===== src/rtl/seg7_rx_decode.sv =====
// Receive-side 7-segment decoder: registers an active-low pattern bus, waits for it
// to hold steady, decodes it to an octal digit and hands it off via valid/ready.
module seg7_rx_decode #(
   parameter int unsigned STABLE_CYCLES = 4
) (
   input  logic       clk_i,
   input  logic       rst_ni,
   input  logic [6:0] seg_i,
   input  logic       en_i,
   input  logic       ready_i,
   input  logic       clr_i,
   output logic [2:0] digit_o,
   output logic       valid_o,
   output logic       err_o,
   output logic       blank_o,
   output logic       overrun_o,
   output logic [7:0] count_o
);

   typedef enum logic [1:0] {IDLE, TRACK, LOCKED} state_t;

   localparam logic [7:0] LAST_CNT = 8'(STABLE_CYCLES - 1);

   state_t     state, state_n;
   logic [6:0] s1, cand, cand_n;
   logic [7:0] cnt, cnt_n;
   logic       accept;
   logic [2:0] code;
   logic       code_ok;
   logic       is_blank;
   logic       acc_digit;

   always_ff @(posedge clk_i or negedge rst_ni) begin
      if (!rst_ni) begin
         s1    <= 7'h7F;
         cand  <= 7'h7F;
         cnt   <= '0;
         state <= IDLE;
      end else begin
         s1    <= seg_i;
         cand  <= cand_n;
         cnt   <= cnt_n;
         state <= state_n;
      end
   end

   always_comb begin
      state_n = state;
      cand_n  = cand;
      cnt_n   = cnt;
      accept  = 1'b0;
      if (!en_i) begin
         state_n = IDLE;
         cnt_n   = '0;
      end else begin
         unique case (state)
            IDLE: begin
               cand_n  = s1;
               cnt_n   = '0;
               state_n = TRACK;
            end
            TRACK: begin
               if (s1 != cand) begin
                  cand_n = s1;
                  cnt_n  = '0;
               end else if (cnt == LAST_CNT) begin
                  accept  = 1'b1;
                  state_n = LOCKED;
               end else begin
                  cnt_n = cnt + 8'd1;
               end
            end
            LOCKED: begin
               if (s1 != cand) begin
                  cand_n  = s1;
                  cnt_n   = '0;
                  state_n = TRACK;
               end
            end
            default: state_n = IDLE;
         endcase
      end
   end

   always_comb begin
      code    = '0;
      code_ok = 1'b1;
      unique case (cand)
         7'b1000000: code = 3'd0;
         7'b1111001: code = 3'd1;
         7'b0100100: code = 3'd2;
         7'b0110000: code = 3'd3;
         7'b0011001: code = 3'd4;
         7'b0010010: code = 3'd5;
         7'b0000011: code = 3'd6;
         7'b1111000: code = 3'd7;
         default:    code_ok = 1'b0;
      endcase
   end

   assign is_blank  = (cand == 7'h7F);
   assign acc_digit = accept && code_ok;

   always_ff @(posedge clk_i or negedge rst_ni) begin
      if (!rst_ni) begin
         digit_o   <= '0;
         valid_o   <= 1'b0;
         err_o     <= 1'b0;
         blank_o   <= 1'b0;
         overrun_o <= 1'b0;
         count_o   <= '0;
      end else begin
         err_o <= accept && !code_ok && !is_blank;
         if (acc_digit) begin
            digit_o <= code;
            valid_o <= 1'b1;
            blank_o <= 1'b0;
         end else begin
            if (valid_o && ready_i) valid_o <= 1'b0;
            if (accept) blank_o <= is_blank;
         end
         // clear outranks a simultaneous overrun; a coincident accept still counts once
         if (clr_i) begin
            overrun_o <= 1'b0;
            count_o   <= acc_digit ? 8'd1 : 8'd0;
         end else begin
            if (acc_digit && valid_o && !ready_i) overrun_o <= 1'b1;
            if (acc_digit) count_o <= count_o + 8'd1;
         end
      end
   end

endmodule


===== config.mk =====
export PLATFORM = sky130hd
export DESIGN_NAME = seg7_rx_decode
export DESIGN_NICKNAME = d
export VERILOG_FILES = /design/src/rtl/seg7_rx_decode.sv
export SDC_FILE = /design/constraint.sdc
export NUM_CORES = 1
export LEC_CHECK = 0
export CORE_MARGIN = 4
export CORE_UTILIZATION = 46
export DETAILED_ROUTE_END_ITERATION = 10
export HOLD_SLACK_MARGIN = 0.08
export PLACE_DENSITY = 0.78
export SLEW_MARGIN = 20
export SYNTH_ARGS = -nofsm -noshare
export SYNTH_HDL_FRONTEND = slang
export SYNTH_SLANG_ARGS = --single-unit

===== constraint.sdc =====
create_clock -name clk_i -period 4.33 [get_ports clk_i]
set_clock_uncertainty 0.2 [all_clocks]
set_input_delay 0.433 -clock clk_i [delete_from_list [all_inputs] [get_ports clk_i]]
set_output_delay 0.433 -clock clk_i [all_outputs]
set_load 0.02 [all_outputs]

# [Word-level counts from Yosys, hierarchy flattened]
# Index checks and enable logic that the tools add are counted.
# W data, S select, Z words.
[totals] inputBits=12 output_inout_bits=15 elab_cells=78 reg_bits=39
[classes] reduce_logical=20 n_eq_ne=19 add_sub_neg=2 n_mux=27
[ops] operator="$mux W8" n=6
[ops] operator="$eq A7 B7 Y1 const B" n=4
[ops] operator="$pmux W8 S3" n=1
[ops] operator="$pmux W3 S7" n=1
[ops] operator="$add A8 B1 Y8 const B" n=2
[ops] operator="$eq A7 B5 Y1 const B" n=2
[ops] operator="$eq A7 B6 Y1 const B" n=2
[ops] operator="$pmux W7 S2" n=1
[ops] operator="$mux W1" n=12
[ops] operator="$reduce_bool A2 Y1" n=5
[ops] operator="$ne A3 B3 Y1 const B" n=3
[ops] operator="$reduce_and A3 Y1" n=3
[ops] operator="$eq A8 B2 Y1 const B" n=1
[ops] operator="$mux W2" n=4
[ops] operator="$reduce_or A8 Y1" n=1
[ops] operator="$eq A7 B2 Y1 const B" n=1
[ops] operator="$mux W7" n=1
[ops] operator="$ne A7 B7 Y1" n=1
[ops] operator="$logic_and A1 B1 Y1" n=6
[ops] operator="$pmux W2 S3" n=1
[ops] operator="$ne A4 B1 Y1 const B" n=1
[ops] operator="$ne A4 B4 Y1 const B" n=1
[ops] operator="$logic_not A1 Y1" n=3
[ops] operator="$eq A2 B1 Y1 const B" n=1
[ops] operator="4 further kinds" n=4

# [Depth between registers and ports, before layout]
[logic_depth] ltp_word=10 ltp_mapped=9 mapped_depth_nobuf=7

# [Least setup slack after synthesis]
# OpenSTA, ideal clock, no wires.
[synth_timing] kind="register to register" startpoint="register cand[1]" endpoint="register digit_o[1]" n_path_buf=2 t_required_ns=4.005 arrival_ns=2.258 path_slack_ns=1.747 path_stages_with_launch=8 setup_time_ns=0.125 period_less_slack_ns=2.583 cell_sequence="dfstp_2 clkbuf_1 xnor2_1 nand4_1 or2_2 buf_2 a211oi_4 mux2_4"
[synth_via] elab_chain_cells=5 elab_cells_between_ends=16 classes_between="9 x eq/ne; 5 x mux; 2 x reduce/logical"
[synth_rtl] item="from (decl)" line="25" rtl="logic [6:0] s1, cand, cand_n;"
[synth_rtl] item="from (signal assigned)" line="41" rtl="cand <= cand_n;"
[synth_rtl] item="$ne A7 B7 Y1" line="63" rtl="if (s1 != cand) begin"
[synth_rtl] item="$mux W1" line="63"
[synth_rtl] item="$mux W1" line="56" rtl="unique case (state)"
[synth_rtl] item="$mux W1" line="52" rtl="if (!en_i) begin"
[synth_rtl] item="$logic_and A1 B1 Y1" line="102" rtl="assign acc_digit = accept && code_ok;"
[synth_rtl] item="to (signal assigned)" line="115" rtl="digit_o <= code;"
[synth_rtl] item="to (decl)" line="12" rtl="output logic [2:0] digit_o,"
# Parallel ways exist; a longest one is shown, timed or not.
# A chain may end at the register's enable or synchronous reset.

# [Worst setup path in the final report]
[layout_timing] startpoint="register cnt[0]" endpoint="register digit_o[1]"
[layout_via] elab_chain_cells=6
[layout_rtl] item="from (decl)" line="26" rtl="logic [7:0] cnt, cnt_n;"
[layout_rtl] item="from (signal assigned)" line="42" rtl="cnt <= cnt_n;"
[layout_rtl] item="$eq A8 B2 Y1" line="66" rtl="end else if (cnt == LAST_CNT) begin"
[layout_rtl] item="$mux W1" line="66"
[layout_rtl] item="$mux W1" line="63"
[layout_rtl] item="$mux W1" line="56"
[layout_rtl] item="$mux W1" line="52"
[layout_rtl] item="$logic_and A1 B1 Y1" line="102"
# Every way passes these cells.

==> out/summary.md <==
The run finished with clean final reports. In this run the core area contains 24 standard-cell rows. The area added between synthesis and finish was 17.7%; the flip-flop and latch count after synthesis was 39. The setup path with the least slack is of type reg2reg.

Hold timing on the final database bottoms out at a slack of 0.0438 ns. The weighted congestion at the end of routability-driven global placement is 0.858. The path class of the tightest hold or removal check is in2async. For the number of hold violations in the final report, the log shows 0. The number of vias after detailed routing is 1,633, and the internal power is 670 uW. dfrtp_1 is the most common cell in the netlist. The final critical path time including I/O delays and setup is 2.85 ns.

Setup repair after global routing left no endpoint under its margin. For this run, the detailed router's first-pass iteration total came to 4. In the final routed layout, each cell accounts on average for 15.4 um. The depth of the worst register-to-register path is 5, and the largest vdd supply drop is 0.239 mV. The ratio of total power to cell area works out to 361 mW/mm^2. In this run the worst setup path begins at cnt[0]. The fraction of registers with async set/reset came out at 1.00. The number of gates resized after CTS was 0. For the headroom to the max-slew limit, the log shows 0.428.

The switching power as a share of total power is 0.280. Remaining design rule violation count: 0. The final setup TNS was 0 ns; the utilization of the core after routing was 0.576. In the post-route analysis, the smallest setup slack over all paths is 1.48 ns.

In this run the cell area of the synthesized design comes to 0.00219 sq mm. The proportion of power drawn by flip-flops and latches was 0.486; the total wirelength of the detailed-routed design was 4.29 mm. The cell type with the largest total area after synthesis is dfrtp_1.

Counting distinct cell types in the post-synthesis netlist gives 49. The initial core utilization came out at 0.489. The logs give 260 uW for the power dissipated by switching net loads and 219 for the net count after synthesis. The run gives 4.31 ns as the endpoint required time on the critical path. The total power of the final layout came out at 930 uW.

The number of vias per cell after detailed routing came out at 5.87. The number of global-route vias before repair was 1,570; the relative contribution of the clock network to total power was 0.340. The synthesized design contains 0 enable-type register cells. Prevailing post-synth register cell: dfrtp_1. The worst register-to-register path ends at digit_o[1]. The global-route wire length before repair is 7.51 mm, and the quantity of I/O buffers inserted on ports is 26.

The run gives 39 as the CTS sink count. Element type at the critical path end: a flop. The clock-pin transition on the worst setup and hold timing paths came out at 0.08 ns. The internal reg-to-reg setup slack was 1.48 ns. For the number of antenna violations at the first check in global routing, the log shows 0.

After the first detailed-routing iteration, the DRC count stood at 107. The logs give 2.83 ns for the arrival time of the worst setup path and 0 for the count of inserted antenna diode cells. The die covers 0.00593 sq mm. The cell at the root of the clock tree was clkbuf_8.

Each instance of the synthesized netlist takes up on average 10.8 sq um. The logs give 1.08 nW for the static leakage and 0.454 for the sequential share of the synthesized area. The region available for standard cell placement spans 0.00447 sq mm.

TritonCTS built the clock tree. The pin count of the biggest net entering global routing came out at 40. At the later pin of the worst-skew pair, clock insertion delay measures 0.30 ns.

Kind of start point of the critical path: a flop. Synthesis produced a netlist whose cell count is 202. In this run the worst setup path terminates at digit_o[1]. The max-cap violation count came out at 0.

Fraction of layout instances using a drive strength above 1: 0.208. The period utilization is 0.658, and the count of fill cells added during filler insertion is 361. By count the netlist is led by 25 x dfrtp_1, 14 x dfstp_2, 14 x nand2_1, 12 x mux2_2. The number of warnings reported in the yosys synthesis log was 0. Hold repair after CTS inserted 0 buffers. At the pin with the least slew margin, the transition time is 0.858 ns.

For the final count of negative-setup-slack endpoints, the log shows 0. The startpoint identified for the worst register-to-register timing path is cnt[0]. The total routing usage reported by global routing is 0.156. The die is 77.0 um wide. The residual overflow from global routing was 0; the area fraction of the dominant cell type after synthesis was 0.286. The logs give 3.01 mm for the HPWL after detailed placement and 5 for the total clock buffers created by CTS.

The largest fanout of any net on the critical path was 8; the maximum root-to-sink buffer count was 2. Number of levels in the clock H-tree: 2. Pin placement for this block handled 27 I/O pins.

The logs give 0 for the number of pins exceeding their max-slew limit in the final report and 351 MHz for the maximum clock frequency. The worst setup slack before clock tree synthesis was 1.51 ns; the number of antenna-violating nets in the routed design was 0. The floorplan step set the die height to 77.0 um. Combinational share of power: 0.174. By area the synthesized netlist is led by dfrtp_1 29%, dfstp_2 17%, mux2_2 6.2%. The run gives 0 as the number of setup buffers added after CTS. The final layout contains 242 nets.
==> placed cells by master (no fill, tap or decap), types with 2 or more instances in the layout <==
| cell | instances |
|---|---|
| a22o_1 | 2 |
| nor3_1 | 5 |
| nand3_1 | 7 |
| mux2_2 | 12 |
| or3_1 | 2 |
| o41a_1 | 2 |
| xnor2_1 | 8 |
| nor2b_1 | 8 |
| and3_1 | 7 |
| inv_1 | 8 |
| dfstp_2 | 14 |
| nor4b_1 | 2 |
| a2111oi_2 | 4 |
| mux2_1 | 3 |
| dfrtp_1 | 25 |
| a21oi_1 | 3 |
| or4_1 | 2 |
| a211oi_1 | 2 |
| a21o_1 | 4 |
| nand4b_1 | 3 |
| nor2_1 | 9 |
| nand2b_1 | 3 |
| nor3b_1 | 3 |
| nand2_1 | 14 |
| nand4_1 | 3 |
| clkdlybuf4s50_1 | 25 |
| ha_1 | 5 |
| clkbuf_8 | 6 |
| mux2i_1 | 3 |
| o21ai_0 | 9 |
| xor2_1 | 3 |
==> per-stage QoR <==
| step | instance area, sq um | instances |
|---|---|---|
| finish | 2570 | 278 |
| global placement | 2460 | 270 |
| global route | 2570 | 278 |
| detailed placement | 2460 | 270 |
| floorplan | 2190 | 202 |
| CTS | 2570 | 278 |
==> metal layers <==
metal  up-vias  GRT usage  routed length [um]
met2        40      0.237                1970
met3         6     0.0410                 187
li1        780          -                   -
met4         0     0.0516                  64
met5         -          0                   0
met1       807      0.217                2060
==> area by class of cell <==
class | count | area (sq um) | share of cell area
Multi-Input combinational cell | 145 | 1110 | 0.432
Sequential cell | 39 | 993 | 0.386
Inverter | 8 | 30.0 | 0.0117
Clock buffer | 6 | 82.6 | 0.0321
Timing Repair Buffer | 26 | 255 | 0.0991
Tap cell | 52 | 65.1 | 0.0253
Clock inverter | 2 | 35.0 | 0.0136
==> logic make-up (layout without fill, tap and decap cells) <==
kind of cell / after synthesis / in the layout / synth area share
compound gates: 37 / 37 / 0.148
fa+ha+maj: 5 / 5 / 0.0286
xor+xnor: 11 / 11 / 0.0440
simple gates: 73 / 73 / 0.190
buf+inv: 18 / 42 / 0.0372
flops: 39 / 39 / 0.454
mux: 19 / 19 / 0.0978
==> how the worst min path moves through the flow <==
stage | to | slack [ns] | depth (start not counted)
2_1_floorplan | blank_o | -0.06 | 0
4_1_cts | cnt[0] | 0.08 | 1
3_3_place_gp | cnt[1] | 0.30 | 1
3_5_place_dp | valid_o | 0.30 | 1
6_report | count_o[7] | 0.04 | 1
5_1_grt | cnt[0] | 0.10 | 1
==> power groups by stage <==
stage          clock, mW  sequential [mW]  combinational (mW)
3_5_place_dp           0            0.457               0.162
4_1_cts            0.322            0.451               0.163
5_1_grt            0.341            0.459               0.182
6_report           0.317            0.452               0.162
3_3_place_gp           0            0.454               0.159
2_1_floorplan          0            0.422               0.157
==> registers in the layout (all words and copies together) (netlist names) <==
name	flops
count_o	8
digit_o	3
cnt	8
overrun_o	1
valid_o	1
state	2
s1	7
cand	7
err_o	1
blank_o	1
==> worst max-delay path, cell delays in order, from the launching register on <==
cell	delay, ns
dfrtp_1	0.38
ha_1	0.19
or4b_1	0.47
or4_1	0.65
a211oi_4	0.50
mux2_4	0.34
(Power assumes the default switching activity.)
